--- src/rtl/shazam_pkg.sv ---
// Constants and types shared by the frame scheduler and the peak finder.
package shazam_pkg;
  localparam int BINS      = 512;
  localparam int MAX_COUNT = 11;
  localparam int MAG_W     = 25;
  localparam int IDX_W     = 9;

  typedef enum logic [2:0] {
    FLUSH = 3'd0,
    LOAD  = 3'd1,
    START = 3'd2,
    WAIT  = 3'd3,
    EMIT  = 3'd4
  } sched_state_t;

  typedef logic [IDX_W-1:0] peak_idx_t;
endpackage

--- src/rtl/sat_counter.sv ---
// Event counter that sticks at its all-ones value instead of wrapping.
module sat_counter #(
  parameter int W = 8
) (
  input  logic         clk,
  input  logic         reset,
  input  logic         i_inc,
  output logic [W-1:0] o_cnt
);
  logic [W-1:0] r_cnt;

  // count events, holding at full scale
  always_ff @(posedge clk or negedge reset) begin
    if (!reset) begin
      r_cnt <= {W{1'b0}};
    end else if (i_inc && (r_cnt != {W{1'b1}})) begin
      r_cnt <= r_cnt + W'(1);
    end else begin
      r_cnt <= r_cnt;
    end
  end

  assign o_cnt = r_cnt;
endmodule

--- src/rtl/maxima_frame_scheduler.sv ---
// Feeds one FFT frame at a time into the peak finder, runs the search and
// hands the captured peak indices downstream, aborting malformed or stalled frames.
module maxima_frame_scheduler
  import shazam_pkg::*;
#(
  parameter int TIMEOUT = 65535,
  parameter int FID_W   = 16
) (
  input  logic                       clk,
  input  logic                       reset,
  input  logic [MAG_W-1:0]           in_data,
  input  logic                       in_valid,
  input  logic                       in_last,
  output logic                       in_ready,
  output logic [MAG_W-1:0]           fm_data,
  output logic                       fm_load,
  output logic                       fm_start,
  output logic                       fm_reset,
  input  logic [MAX_COUNT*IDX_W-1:0] fm_indices,
  input  logic                       fm_done,
  output logic [MAX_COUNT*IDX_W-1:0] out_indices,
  output logic [FID_W-1:0]           out_frame_id,
  output logic                       out_valid,
  input  logic                       out_ready,
  output logic [7:0]                 err_frame_cnt,
  output logic [7:0]                 err_timeout_cnt
);
  localparam int WD_W = $clog2(TIMEOUT + 1);
  localparam logic [IDX_W-1:0] LAST_BIN = IDX_W'(BINS - 1);
  localparam logic [WD_W-1:0]  WD_MAX   = WD_W'(TIMEOUT);

  sched_state_t               r_state;
  sched_state_t               w_next;
  logic [IDX_W-1:0]           r_bin_cnt;
  logic [WD_W-1:0]            r_wdog;
  logic [FID_W-1:0]           r_frame_id;
  logic [MAX_COUNT*IDX_W-1:0] r_indices;
  logic                       w_accept;
  logic                       w_bad_frame;
  logic                       w_timeout;

  assign in_ready = (r_state == LOAD);
  assign w_accept = in_valid && in_ready;
  assign fm_load  = w_accept;
  assign fm_data  = in_ready ? in_data : {MAG_W{1'b0}};
  assign fm_start = (r_state == START);
  assign fm_reset = (r_state == FLUSH);
  assign out_valid    = (r_state == EMIT);
  assign out_indices  = r_indices;
  assign out_frame_id = r_frame_id;

  // A frame is malformed when in_last disagrees with reaching the final bin.
  assign w_bad_frame = w_accept && (in_last != (r_bin_cnt == LAST_BIN));
  assign w_timeout   = (r_state == WAIT) && !fm_done && (r_wdog == WD_MAX);

  // next-state selection
  always_comb begin
    w_next = r_state;
    case (r_state)
      FLUSH: w_next = LOAD;
      LOAD: begin
        if (w_bad_frame) w_next = FLUSH;
        else if (w_accept && in_last) w_next = START;
        else w_next = LOAD;
      end
      START: w_next = WAIT;
      WAIT: begin
        if (fm_done) w_next = EMIT;
        else if (w_timeout) w_next = FLUSH;
        else w_next = WAIT;
      end
      EMIT: begin
        if (out_ready) w_next = LOAD;
        else w_next = EMIT;
      end
      default: w_next = FLUSH;
    endcase
  end

  // state register
  always_ff @(posedge clk or negedge reset) begin
    if (!reset) r_state <= FLUSH;
    else        r_state <= w_next;
  end

  // bin counter, watchdog, frame id and result capture
  always_ff @(posedge clk or negedge reset) begin
    if (!reset) begin
      r_bin_cnt  <= {IDX_W{1'b0}};
      r_wdog     <= {WD_W{1'b0}};
      r_frame_id <= {FID_W{1'b0}};
      r_indices  <= {(MAX_COUNT*IDX_W){1'b0}};
    end else begin
      case (r_state)
        FLUSH: r_bin_cnt <= {IDX_W{1'b0}};
        LOAD: begin
          if (w_accept) begin
            r_bin_cnt <= (w_bad_frame || in_last) ? {IDX_W{1'b0}} : r_bin_cnt + IDX_W'(1);
          end
        end
        START: r_wdog <= {WD_W{1'b0}};
        WAIT: begin
          if (fm_done) r_indices <= fm_indices;
          else if (!w_timeout) r_wdog <= r_wdog + WD_W'(1);
        end
        EMIT: begin
          if (out_ready) begin
            r_frame_id <= r_frame_id + FID_W'(1);
            r_bin_cnt  <= {IDX_W{1'b0}};
          end
        end
        default: r_bin_cnt <= {IDX_W{1'b0}};
      endcase
    end
  end

  sat_counter #(.W(8)) u_err_frame (
    .clk   (clk),
    .reset (reset),
    .i_inc (w_bad_frame),
    .o_cnt (err_frame_cnt)
  );

  sat_counter #(.W(8)) u_err_timeout (
    .clk   (clk),
    .reset (reset),
    .i_inc (w_timeout),
    .o_cnt (err_timeout_cnt)
  );
endmodule

--- config.mk ---
export PLATFORM = sky130hd
export DESIGN_NAME = maxima_frame_scheduler
export DESIGN_NICKNAME = d
export VERILOG_FILES = /design/src/rtl/shazam_pkg.sv /design/src/rtl/sat_counter.sv /design/src/rtl/maxima_frame_scheduler.sv
export SDC_FILE = /design/constraint.sdc
export NUM_CORES = 1
export LEC_CHECK = 0
export CORE_MARGIN = 2
export CORE_UTILIZATION = 43
export CTS_CLUSTER_DIAMETER = 120
export DETAILED_ROUTE_END_ITERATION = 16
export GPL_TIMING_DRIVEN = 0
export PLACE_DENSITY = 0.89
export RECOVER_POWER = 25
export SYNTH_ARGS = -nofsm -noshare
export SYNTH_HDL_FRONTEND = slang
export SYNTH_SLANG_ARGS = --single-unit
--- constraint.sdc ---
create_clock -name clk -period 3.2 [get_ports clk]
set_clock_uncertainty 0.1 [all_clocks]
set_input_delay 0.8 -clock clk [delete_from_list [all_inputs] [get_ports clk]]
set_output_delay 0.8 -clock clk [all_outputs]
set_load 0.01 [all_outputs]
==> results.md, run 1 <==
- Status: complete, no violations
- Sink Count: between 150 and 200
- Startpoint Class: primary input
- Number of CTS-inserted buffers: 17
- Top-count cell post-synth: dfrtp_1
- Synth async-reset ratio: 1.00
- Clock Path Buffers: 2
- Fill count: ~1100
- Gpl congestion: about 0.85
- Crit-path slowest cell: clkdlybuf4s50_1
- Area share of the largest cell type after synthesis: 0.569
- Vias per cell: roughly 5.1
- HP Class: flop to flop
- Largest net degree at the start of global routing: roughly 110
- Post-detail-place hpwl: 13800 um
- IO Port Bufs: a little under 300
- Die Wd: 131 um
- Clock transition at path regs: about 0.060 ns
- Drt first pass iters: 4
- Die area: around 17000 um2
- Worst relative slew slack: 0.0699
- Aggregate global-route resource usage: 0.221
- Cell mode on critical path: clkdlybuf4s50_1
- CTS tree: built
- Mapped Area: between 6000 and 7000 um2
- Post-layout util: 0.681
- Syn_nets: slightly below 700
- Vias in the first global route: around 5800
- Placed Instances: 1055
- Worst Path Max Fanout: 6
- Minimum clock period: slightly above 3 ns
- CP delay by family, top: buffers and inverters
- Vias: 5537
- DR DRC count: 0
- Number of top-level pins: 291
- Layout cell share with drive strength beyond 1: 0.186
- Post-synth top cells: dfrtp_1 (159), mux2_2 (101), nand2_1 (38)
- Detail Route Antenna Nets: 0
- Post-synth EDFFs: 0
- # hold bufs at CTS: 0
- Crit. End Element: output port
- Library cells used by synthesis: 44
- Cell Count, Final, Fillers Out: 1088
- Post-synthesis sequential area ratio: 0.569
- CP bufs+invs: 3
- Top FF cell, synth: dfrtp_1
- Max cap viols: 0
- Per-cell routed wire length: roughly 17 um
- DR iter-0 viols: 257
- Final number of hold-violating endpoints: 0
- Final period util: 0.974
- Slew Viols, Final: 0
- Avg Inst Size Synth: approximately 13 um2
- Core Area: approximately 16000 um2
- Setup TNS: 0 ns
- Initial antenna violation count: 0
- Slew @ Worst Pin: about 1.4 ns
- CP arrival: between 2 and 2.5 ns
- Static Leak: about 5 nW
- Worst vdd ir: between 0.3 and 0.4 mV
- Final setup fails: 0
- H-tree depth: 4
- Synth Warn #: 0
- Final WL: about 19000 um
- Die Y: ~130 um
- Required @ worst endpoint: 2.30 ns
- CP Cell Sequence: clkdlybuf4s50_1, nand4bb_4, inv_1, clkdlybuf4s50_1
- Fmax achieved: roughly 320 MHz
- Yosys reg bits: 159
- Synth top area cells: dfrtp_1 (57%), mux2_2 (16%), and2_1 (2.4%)
- Layout area overhead: 54.7%
- RSZ-0062 raised after global routing: no
- Nets: between 900 and 1000
- Pwr Density: ~420 nW/um2
- Gr ovfl total: 0
- Max stage delay on crit path: approximately 0.59 ns
- CTS root buf: clkbuf_16
- Worst skew pair latency: approximately 0.42 ns
- Mapped Cells: about 550
- # rows: 46
- Register-to-Register Setup Slack: between 0.5 and 0.6 ns
- Initial Utilization: 0.440
- Leading area contributor after synthesis: dfrtp_1
- Antenna diode count: 0
- First-pass GRT wire length: about 30000 um
- WS Path Type: primary input to output port
- Total power: 0.00459 W
[state kept, by name (all words and copies together), names as in the netlist]
name	cells
out_frame_id	16
u_err_frame.o_cnt	8
r_bin_cnt	9
r_state	3
out_indices	99
r_wdog	16
u_err_timeout.o_cnt	8
[final cells by class]
cell class                 count  area, um2  area share
buffer                        22        113      0.0104
clock buffer                  19        443      0.0410
clock inverter                13        163      0.0150
inverter                       7       28.8     0.00266
multi-input combinational    360       2910       0.269
sequential                   159       3980       0.368
tap                          216        270      0.0250
timing repair buffer         292       2910       0.269
[what timing repair did]
action	CTS	global route
cloned	0	0
pin swaps	0	0
endpoints found under the setup margin	27	3
gates resized for setup	29	2
setup buffers	0	1
[routing by layer]
metal | wire length [um] | global-route usage | part of all wire
met5 | 0 | 0 | 0
met4 | 365 | 0.0737 | 0.019
met3 | 1470 | 0.0868 | 0.078
met2 | 9550 | 0.375 | 0.51
met1 | 7440 | 0.256 | 0.40
[where the power goes]
part | internal, W | leakage [nW] | switching [W]
Combinational | 0.000265 | 2.48 | 0.000159
Sequential | 0.00204 | 2.16 | 0.0000457
Clock | 0.00125 | 0.289 | 0.000828
[worst paths after layout]
check,from,to,cells after the start
min in group asynchronous,reset,r_wdog[11],1
min reg2reg,out_frame_id[15],out_frame_id[15],1
max in group asynchronous,reset,out_indices[7],2
max reg2reg,r_bin_cnt[0],u_err_frame.o_cnt[6],9
max,in_valid,fm_load,4
min,out_frame_id[15],out_frame_id[15],1
[cell families after synthesis]
| group | count (synthesis) | synth area share |
|---|---|---|
| compound gates | 43 | 0.0412 |
| fa+ha+maj | 6 | 0.0107 |
| buf+inv | 29 | 0.0177 |
| mux | 113 | 0.180 |
| flops | 159 | 0.569 |
| xor+xnor | 30 | 0.0376 |
| simple gates | 168 | 0.143 |
[stage by stage]
| step | area, um2 | hold WS, ns | worst slack (ns) |
|---|---|---|---|
| 2_1_floorplan | 6990 | 0.362 | 0.618 |
| 3_3_place_gp | 10200 | 0.361 | -5.30 |
| 4_1_cts | 10800 | 0.186 | 0.000709 |
| 6_report | 10800 | 0.374 | 0.0828 |
| 3_5_place_dp | 10200 | 0.369 | -0.0327 |
| 5_1_grt | 10800 | 0.402 | 0.0191 |
[cells in the final DEF (no fill, tap or decap), drive strengths merged, types with 8 or more instances in the layout]
cell and instances:
mux2i 9, xor2 11, inv 8, dlygate4sd2 19
nand2b 12, nand4 14, mux2 104, nand3 20
nand2 38, dfrtp 159, and2 27, xnor2 19
nor4 10, clkdlybuf4s50 270, nor3 9, buf 14
and3 9, clkbuf 30, o21ai 10, a21oi 11
No activity file was read; power rests on OpenSTA's default activity.
==> run 2, diff against run 1 <==
PLACE_DENSITY = 0.81   (was 0.89)
==> run 2 against run 1 <==
The flow now finishes with violations (max-capacitance violations, max-slew violations). Clock-buffer cell count fell by 1. Critical path type is now flop to output port. Combinational power about the same. First-iteration DRC count is 45% higher. Sequential power about the same. Cell area up 0.17%. Power rose by 2.0%. Via count rose by 1.9%. Global-route usage is 1.4 points higher. Utilization up 0.12 points. Clock power grew 4%.
==> results.md, run 2 (synthesis results as in run 1) <==
- Per-cell routed wire length: 18.4 um (+6.1%)
- Die Y: 131 um (unchanged)
- Clock Path Buffers: 2 (unchanged)
- Sw Share: 0.224 (-0.000795)
- Vias in the first global route: 5937 (+2.4%)
- Final number of hold-violating endpoints: 0 (unchanged)
- Largest net degree at the start of global routing: 89 (-18%)
- CP startpoint: r_state[0]
- Area occupied by multi-input gates: 2910 um2 (unchanged)
- DR iter-0 viols: 373 (+45%)
- Aggregate global-route resource usage: 0.235 (+0.0139)
- Crit-path slowest cell: clkdlybuf4s50_1
- Initial Utilization: 0.440 (unchanged)
- Max FFs per register: 99 (unchanged)
- First-pass GRT wire length: 32100 um (+5.8%)
- Number of CTS-inserted buffers: 17 (unchanged)
- Layout area overhead: 55.0%
- Required @ worst endpoint: 2.30 ns (about the same)
- Gr ovfl total: 0 (unchanged)
- Number of top-level pins: 291 (unchanged)
- CTS root buf: clkbuf_16
- Worst relative slew slack: -0.457 (-0.527)
- Sink Count: 159 (unchanged)
- Post-Place Cell Area: 10200 um2 (about the same)
- Layout cell share with drive strength beyond 1: 0.186 (unchanged)
- Fill count: 1161 (+1.8%)
- Internal: 0.00363 W (+2.1%)
- # rows: 46 (unchanged)
- Final WL: 20000 um (+6.1%)
- R2R cell count: 9 (unchanged)
- Core Area: 15900 um2 (unchanged)
- Vias per cell: 5.18 (+1.9%)
- Fmax achieved: 328 MHz (+2.4%)
- IO Port Bufs: 290 (unchanged)
- Register share of total power: 0.445 (-0.010)
- Post-layout util: 0.682 (+0.00118)
- Clock transition at path regs: 0.06 ns (about the same)
- Hold_sp: out_frame_id[15]
- Static Leak: 4.95 nW (+0.61%)
- Drt first pass iters: 4 (unchanged)
- Commonest non-fill, non-tap cell in the layout: clkdlybuf4s50_1
- Detail Route Antenna Nets: 0 (unchanged)
- Gate power share: 0.091 (about the same)
- Final period util: 0.951 (-0.0227)
- Crit. End Element: output port
- Slew @ Worst Pin: 2.19 ns (+0.791 ns)
- Worst setup margin: 0.156 ns (+0.0727 ns)
- Nets: 995 (unchanged)
- Status: finished with violations
- Gpl congestion: 0.898 (+5.3%)
- Psw: 0.00105 W (+1.6%)
- Violated checks: max-capacitance violations, max-slew violations
- Pwr Density: 432 nW/um2 (+1.8%)
- Worst vdd ir: 0.523 mV (+55%)
- Max cap viols: 1 (+1)
- Slew Viols, Final: 89 (+89)
- Max stage delay on crit path: 0.55 ns (-0.04 ns)
- CP arrival: 2.14 ns (-0.08 ns)
- # hold bufs at CTS: 0 (unchanged)
- RSZ-0062 raised after global routing: no
- Startpoint Class: flop
- Antenna diode count: 0 (unchanged)
- H-tree depth: 4 (unchanged)
- CP Cell Sequence: buf_6, or3b_4, inv_4, and2_1, clkdlybuf4s50_1
- Final setup fails: 0 (unchanged)
- Hold_ws: 0.378 ns (+0.00372 ns)
- Clock share of power: 0.464 (+0.011)
- Hold path depth: 1 (unchanged)
- CTS tree: built
- WS Path Type: flop to output port
- Initial antenna violation count: 0 (unchanged)
- Most frequent cells in the layout: clkdlybuf4s50_1 (269), dfrtp_1 (158), mux2_2 (101)
- Fin area: 10800 um2 (+0.17%)
- HP Class: flop to flop
- Die area: 17300 um2 (unchanged)
- Launch point of the worst reg-to-reg path: r_bin_cnt[0]
- Worst Path Max Fanout: 10 (+4)
- Sequential Area: 3980 um2 (unchanged)
- Worst skew pair latency: 0.42 ns (about the same)
- Vias: 5640 (+1.9%)
- DR DRC count: 0 (unchanged)
- Post-detail-place hpwl: 15000 um (+8.6%)
- DP Worst Slack: -0.0723 ns (-0.0396 ns)
- Die Wd: 131 um (unchanged)
- Minimum clock period: 3.04 ns (-0.0727 ns)
run 2: power by group through the flow:
stage / clock [W] / combinational (W) / sequential, W
after floorplan: 0 / 0.0000977 / 0.00213
after CTS: 0.00222 / 0.000437 / 0.00208
after detailed placement: 0 / 0.000439 / 0.00212
after global routing: 0.00230 / 0.000462 / 0.00209
final: 0.00217 / 0.000424 / 0.00208
after global placement: 0 / 0.000420 / 0.00212
run 2: per-stage QoR:
step	instances	setup TNS [ns]	power [W]
after floorplan	548	0	0.00223
after global placement	1054	-784.63	0.00254
after detailed placement	1055	-0.433	0.00256
after CTS	1088	0	0.00474
after global routing	1088	0	0.00486
final	1088	0	0.00468
run 2: worst paths after layout:
kind	slack [ns]	end
max	0.16	fm_data[0]
min	0.38	out_frame_id[15]
max reg2reg	0.51	u_err_frame.o_cnt[6]
min reg2reg	0.38	out_frame_id[15]
max in group asynchronous	0.55	out_indices[84]
min in group asynchronous	0.90	out_indices[22]
run 2: area by class of cell:
| type | instances | share of cell area |
|---|---|---|
| clock buffer | 18 | 0.0396 |
| buffer | 22 | 0.0104 |
| inverter | 7 | 0.00266 |
| clock inverter | 14 | 0.0189 |
| multi-input combinational | 360 | 0.268 |
| sequential | 159 | 0.367 |
| timing repair buffer | 292 | 0.268 |
| tap | 216 | 0.0250 |
run 2: routing by layer:
layer,vias to the layer above,GRT usage,routed length (um)
met2,174,0.426,10900
li1,2585,-,-
met1,2848,0.266,7610
met4,0,0.0912,500
met5,-,0,0
met3,33,0.0575,967
run 2: what timing repair did:
action / in CTS / in global routing
setup endpoints to repair: 28 / 3
buffers inserted: 1 / 0
gates resized for setup: 29 / 5
run 2: worst max-delay path, delay by kind of cell, from the launching register on:
family | cells | cell delay (ns)
buffers and inverters | 3 | 0.81
flip-flops | 1 | 0.36
AND/OR/NAND/NOR | 2 | 0.57
==> run 3, diff against run 2 <==
CELL_PAD_IN_SITES_DETAIL_PLACEMENT = 1   (was unset)
CELL_PAD_IN_SITES_GLOBAL_PLACEMENT = 1   (was unset)
CORE_UTILIZATION = 33   (was 43)
==> run 3 against run 2 <==
The flow now finishes without violations. Routed wire length grew 4.8%. First-iteration DRC count is 42% lower. Power decreased by 4.8%. Final cell count up 5.4%. Global-route usage down 4.8 points. Non-clock buffer count is 1 higher. Cell area up 0.29%. Critical path type is now primary input to output port.
==> results.md, run 3 (synthesis results as in run 1) <==
- Met1 WL: 8140 um (+7.0%)
- Post-Place Cell Area: 10300 um2 (+0.76%)
- Initial Utilization: 0.335 (-0.105)
- HP Class: flop to flop
- Minimum clock period: 3.11 ns (+0.0660 ns)
- CTS root buf: clkbuf_16
- Reg2reg end: u_err_frame.o_cnt[6]
- Max cap viols: 0 (-1)
- Uppermost routed layer: met4
- Layout area overhead: 55.4%
- # rows: 53 (+15%)
- IO Port Bufs: 290 (unchanged)
- Vias in the first global route: 5866 (-1.2%)
- Post-layout util: 0.520 (-0.162)
- Hold_ws: 0.376 ns (-0.00225 ns)
- Worst relative slew slack: 0.0811 (+0.538)
- Slew Viols, Final: 0 (-100%)
- Launch point of the worst reg-to-reg path: r_bin_cnt[0]
- Die Y: 150 um (+14%)
- Static Leak: 4.93 nW (-0.41%)
- Worst vdd ir: 0.333 mV (-36%)
- Pwr Density: 410 nW/um2 (-5.1%)
- Placed Instances: 1114 (+5.6%)
- Final WL: 20900 um (+4.8%)
- Max FFs per register: 99 (unchanged)
- CTS tree: built
- Layout cell share with drive strength beyond 1: 0.187 (+0.00115)
- Startpoint Class: primary input
- RSZ-0062 raised after global routing: no
- Clock Path Buffers: 2 (unchanged)
- Cell Count, Final, Fillers Out: 1147 (+5.4%)
- Antenna diode count: 0 (unchanged)
- Hold path depth: 1 (unchanged)
- Vias per cell: 4.90 (-5.5%)
- DR iter-0 viols: 215 (-42%)
- Commonest non-fill, non-tap cell in the layout: clkdlybuf4s50_1
- Register-to-Register Setup Slack: 0.48 ns (-0.03 ns)
- H-tree depth: 4 (unchanged)
- Gpl congestion: 0.748 (-17%)
- Worst skew pair latency: 0.42 ns (about the same)
- Number of CTS-inserted buffers: 17 (unchanged)
- Sink Count: 159 (unchanged)
- Fmax achieved: 321 MHz (-2.1%)
- DR DRC count: 0 (unchanged)
- Status: complete, no violations
- Largest net degree at the start of global routing: 113 (+27%)
- Vias: 5617 (-0.41%)
- Final number of hold-violating endpoints: 0 (unchanged)
- Required @ worst endpoint: 2.30 ns (about the same)
- Worst hold endpoint: out_frame_id[15]
- WS Path Type: primary input to output port
- Slew @ Worst Pin: 1.38 ns (-0.807 ns)
- Most frequent cells in the layout: clkdlybuf4s50_1 (270), dfrtp_1 (158), mux2_2 (101)
- Setup TNS: 0 ns (unchanged)
- Gr ovfl total: 0 (unchanged)
- Post-detail-place hpwl: 15500 um (+3.2%)
- CP arrival: 2.21 ns (+0.07 ns)
- Met3 WL post-DR: 1230 um (+27%)
- Detail Route Antenna Nets: 0 (unchanged)
- Core Area: 20900 um2 (+31%)
- First-pass GRT wire length: 32300 um (+0.73%)
- Clock transition at path regs: 0.06 ns (about the same)
- Initial antenna violation count: 0 (unchanged)
- Worst Path Max Fanout: 6 (-4)
- Aggregate global-route resource usage: 0.187 (-0.0476)
- Drt first pass iters: 7 (+3)
- R2R cell count: 9 (unchanged)
- Final setup fails: 0 (unchanged)
- Nets: 996 (+0.10%)
- Die area: 22400 um2 (+29%)
- Number of top-level pins: 291 (unchanged)
- Die Wd: 150 um (+14%)
- Fin area: 10900 um2 (+0.29%)
- Met2 routed wirelength: 11200 um (+3.2%)
- Final period util: 0.972 (+0.0206)
- Per-cell routed wire length: 18.3 um (-0.55%)
- Hold_sp: out_frame_id[15]
- Crit. End Element: output port
run 3: final cells by class:
cell class / instances / area (um2)
Fill cell: 2230 / 10000
Sequential cell: 159 / 3980
Timing Repair Buffer: 293 / 2930
Multi-Input combinational cell: 360 / 2910
Clock buffer: 19 / 453
Tap cell: 275 / 344
Buffer: 22 / 119
Clock inverter: 12 / 101
Inverter: 7 / 31.3
run 3: per-layer routing:
layer | vias to the layer above | GRT usage
met1 | 2846 | 0.217
met4 | 0 | 0.0538
met5 | - | 0
li1 | 2588 | -
met3 | 22 | 0.0555
met2 | 161 | 0.335
run 3: worst max-delay path by stage:
stage	start	endpoint	slack, ns	cells after the start
final	in_valid	fm_load	0.09	4
after detailed placement	r_state[0]	fm_data[9]	-0.10	6
after global placement	reset	out_indices[83]	-5.69	1
after floorplan	r_state[0]	fm_data[15]	0.62	5
after CTS	in_valid	fm_load	-0.009	4
after global routing	r_state[1]	fm_start	0.02	5
run 3: worst max-delay path, cell delays in order:
cell and delay [ns]:
clkdlybuf4s50_1 0.59, nand4bb_4 0.17, inv_1 0.10, clkdlybuf4s50_1 0.55
run 3: what timing repair did:
action,in CTS,in global routing
pin swaps,0,0
endpoints found under the hold margin,0,0
setup buffers,1,1
hold buffers,0,0
cloned,0,0
gates resized for setup,29,4
setup endpoints to repair,28,4
run 3: metrics by stage:
stage	power, W	setup slack [ns]
6_report	0.00446	0.0895
5_1_grt	0.00463	0.0189
4_1_cts	0.00451	-0.00898
3_5_place_dp	0.00256	-0.104
3_3_place_gp	0.00255	-5.69
2_1_floorplan	0.00223	0.618
run 3: power breakdown:
group / leakage [nW] / total, W / switching (W) / internal, W
Clock: 0.263 / 0.00194 / 0.000891 / 0.00105
Sequential: 2.16 / 0.00209 / 0.0000455 / 0.00204
Combinational: 2.51 / 0.000427 / 0.000159 / 0.000268
Total: 4.93 / 0.00446 / 0.00110 / 0.00336
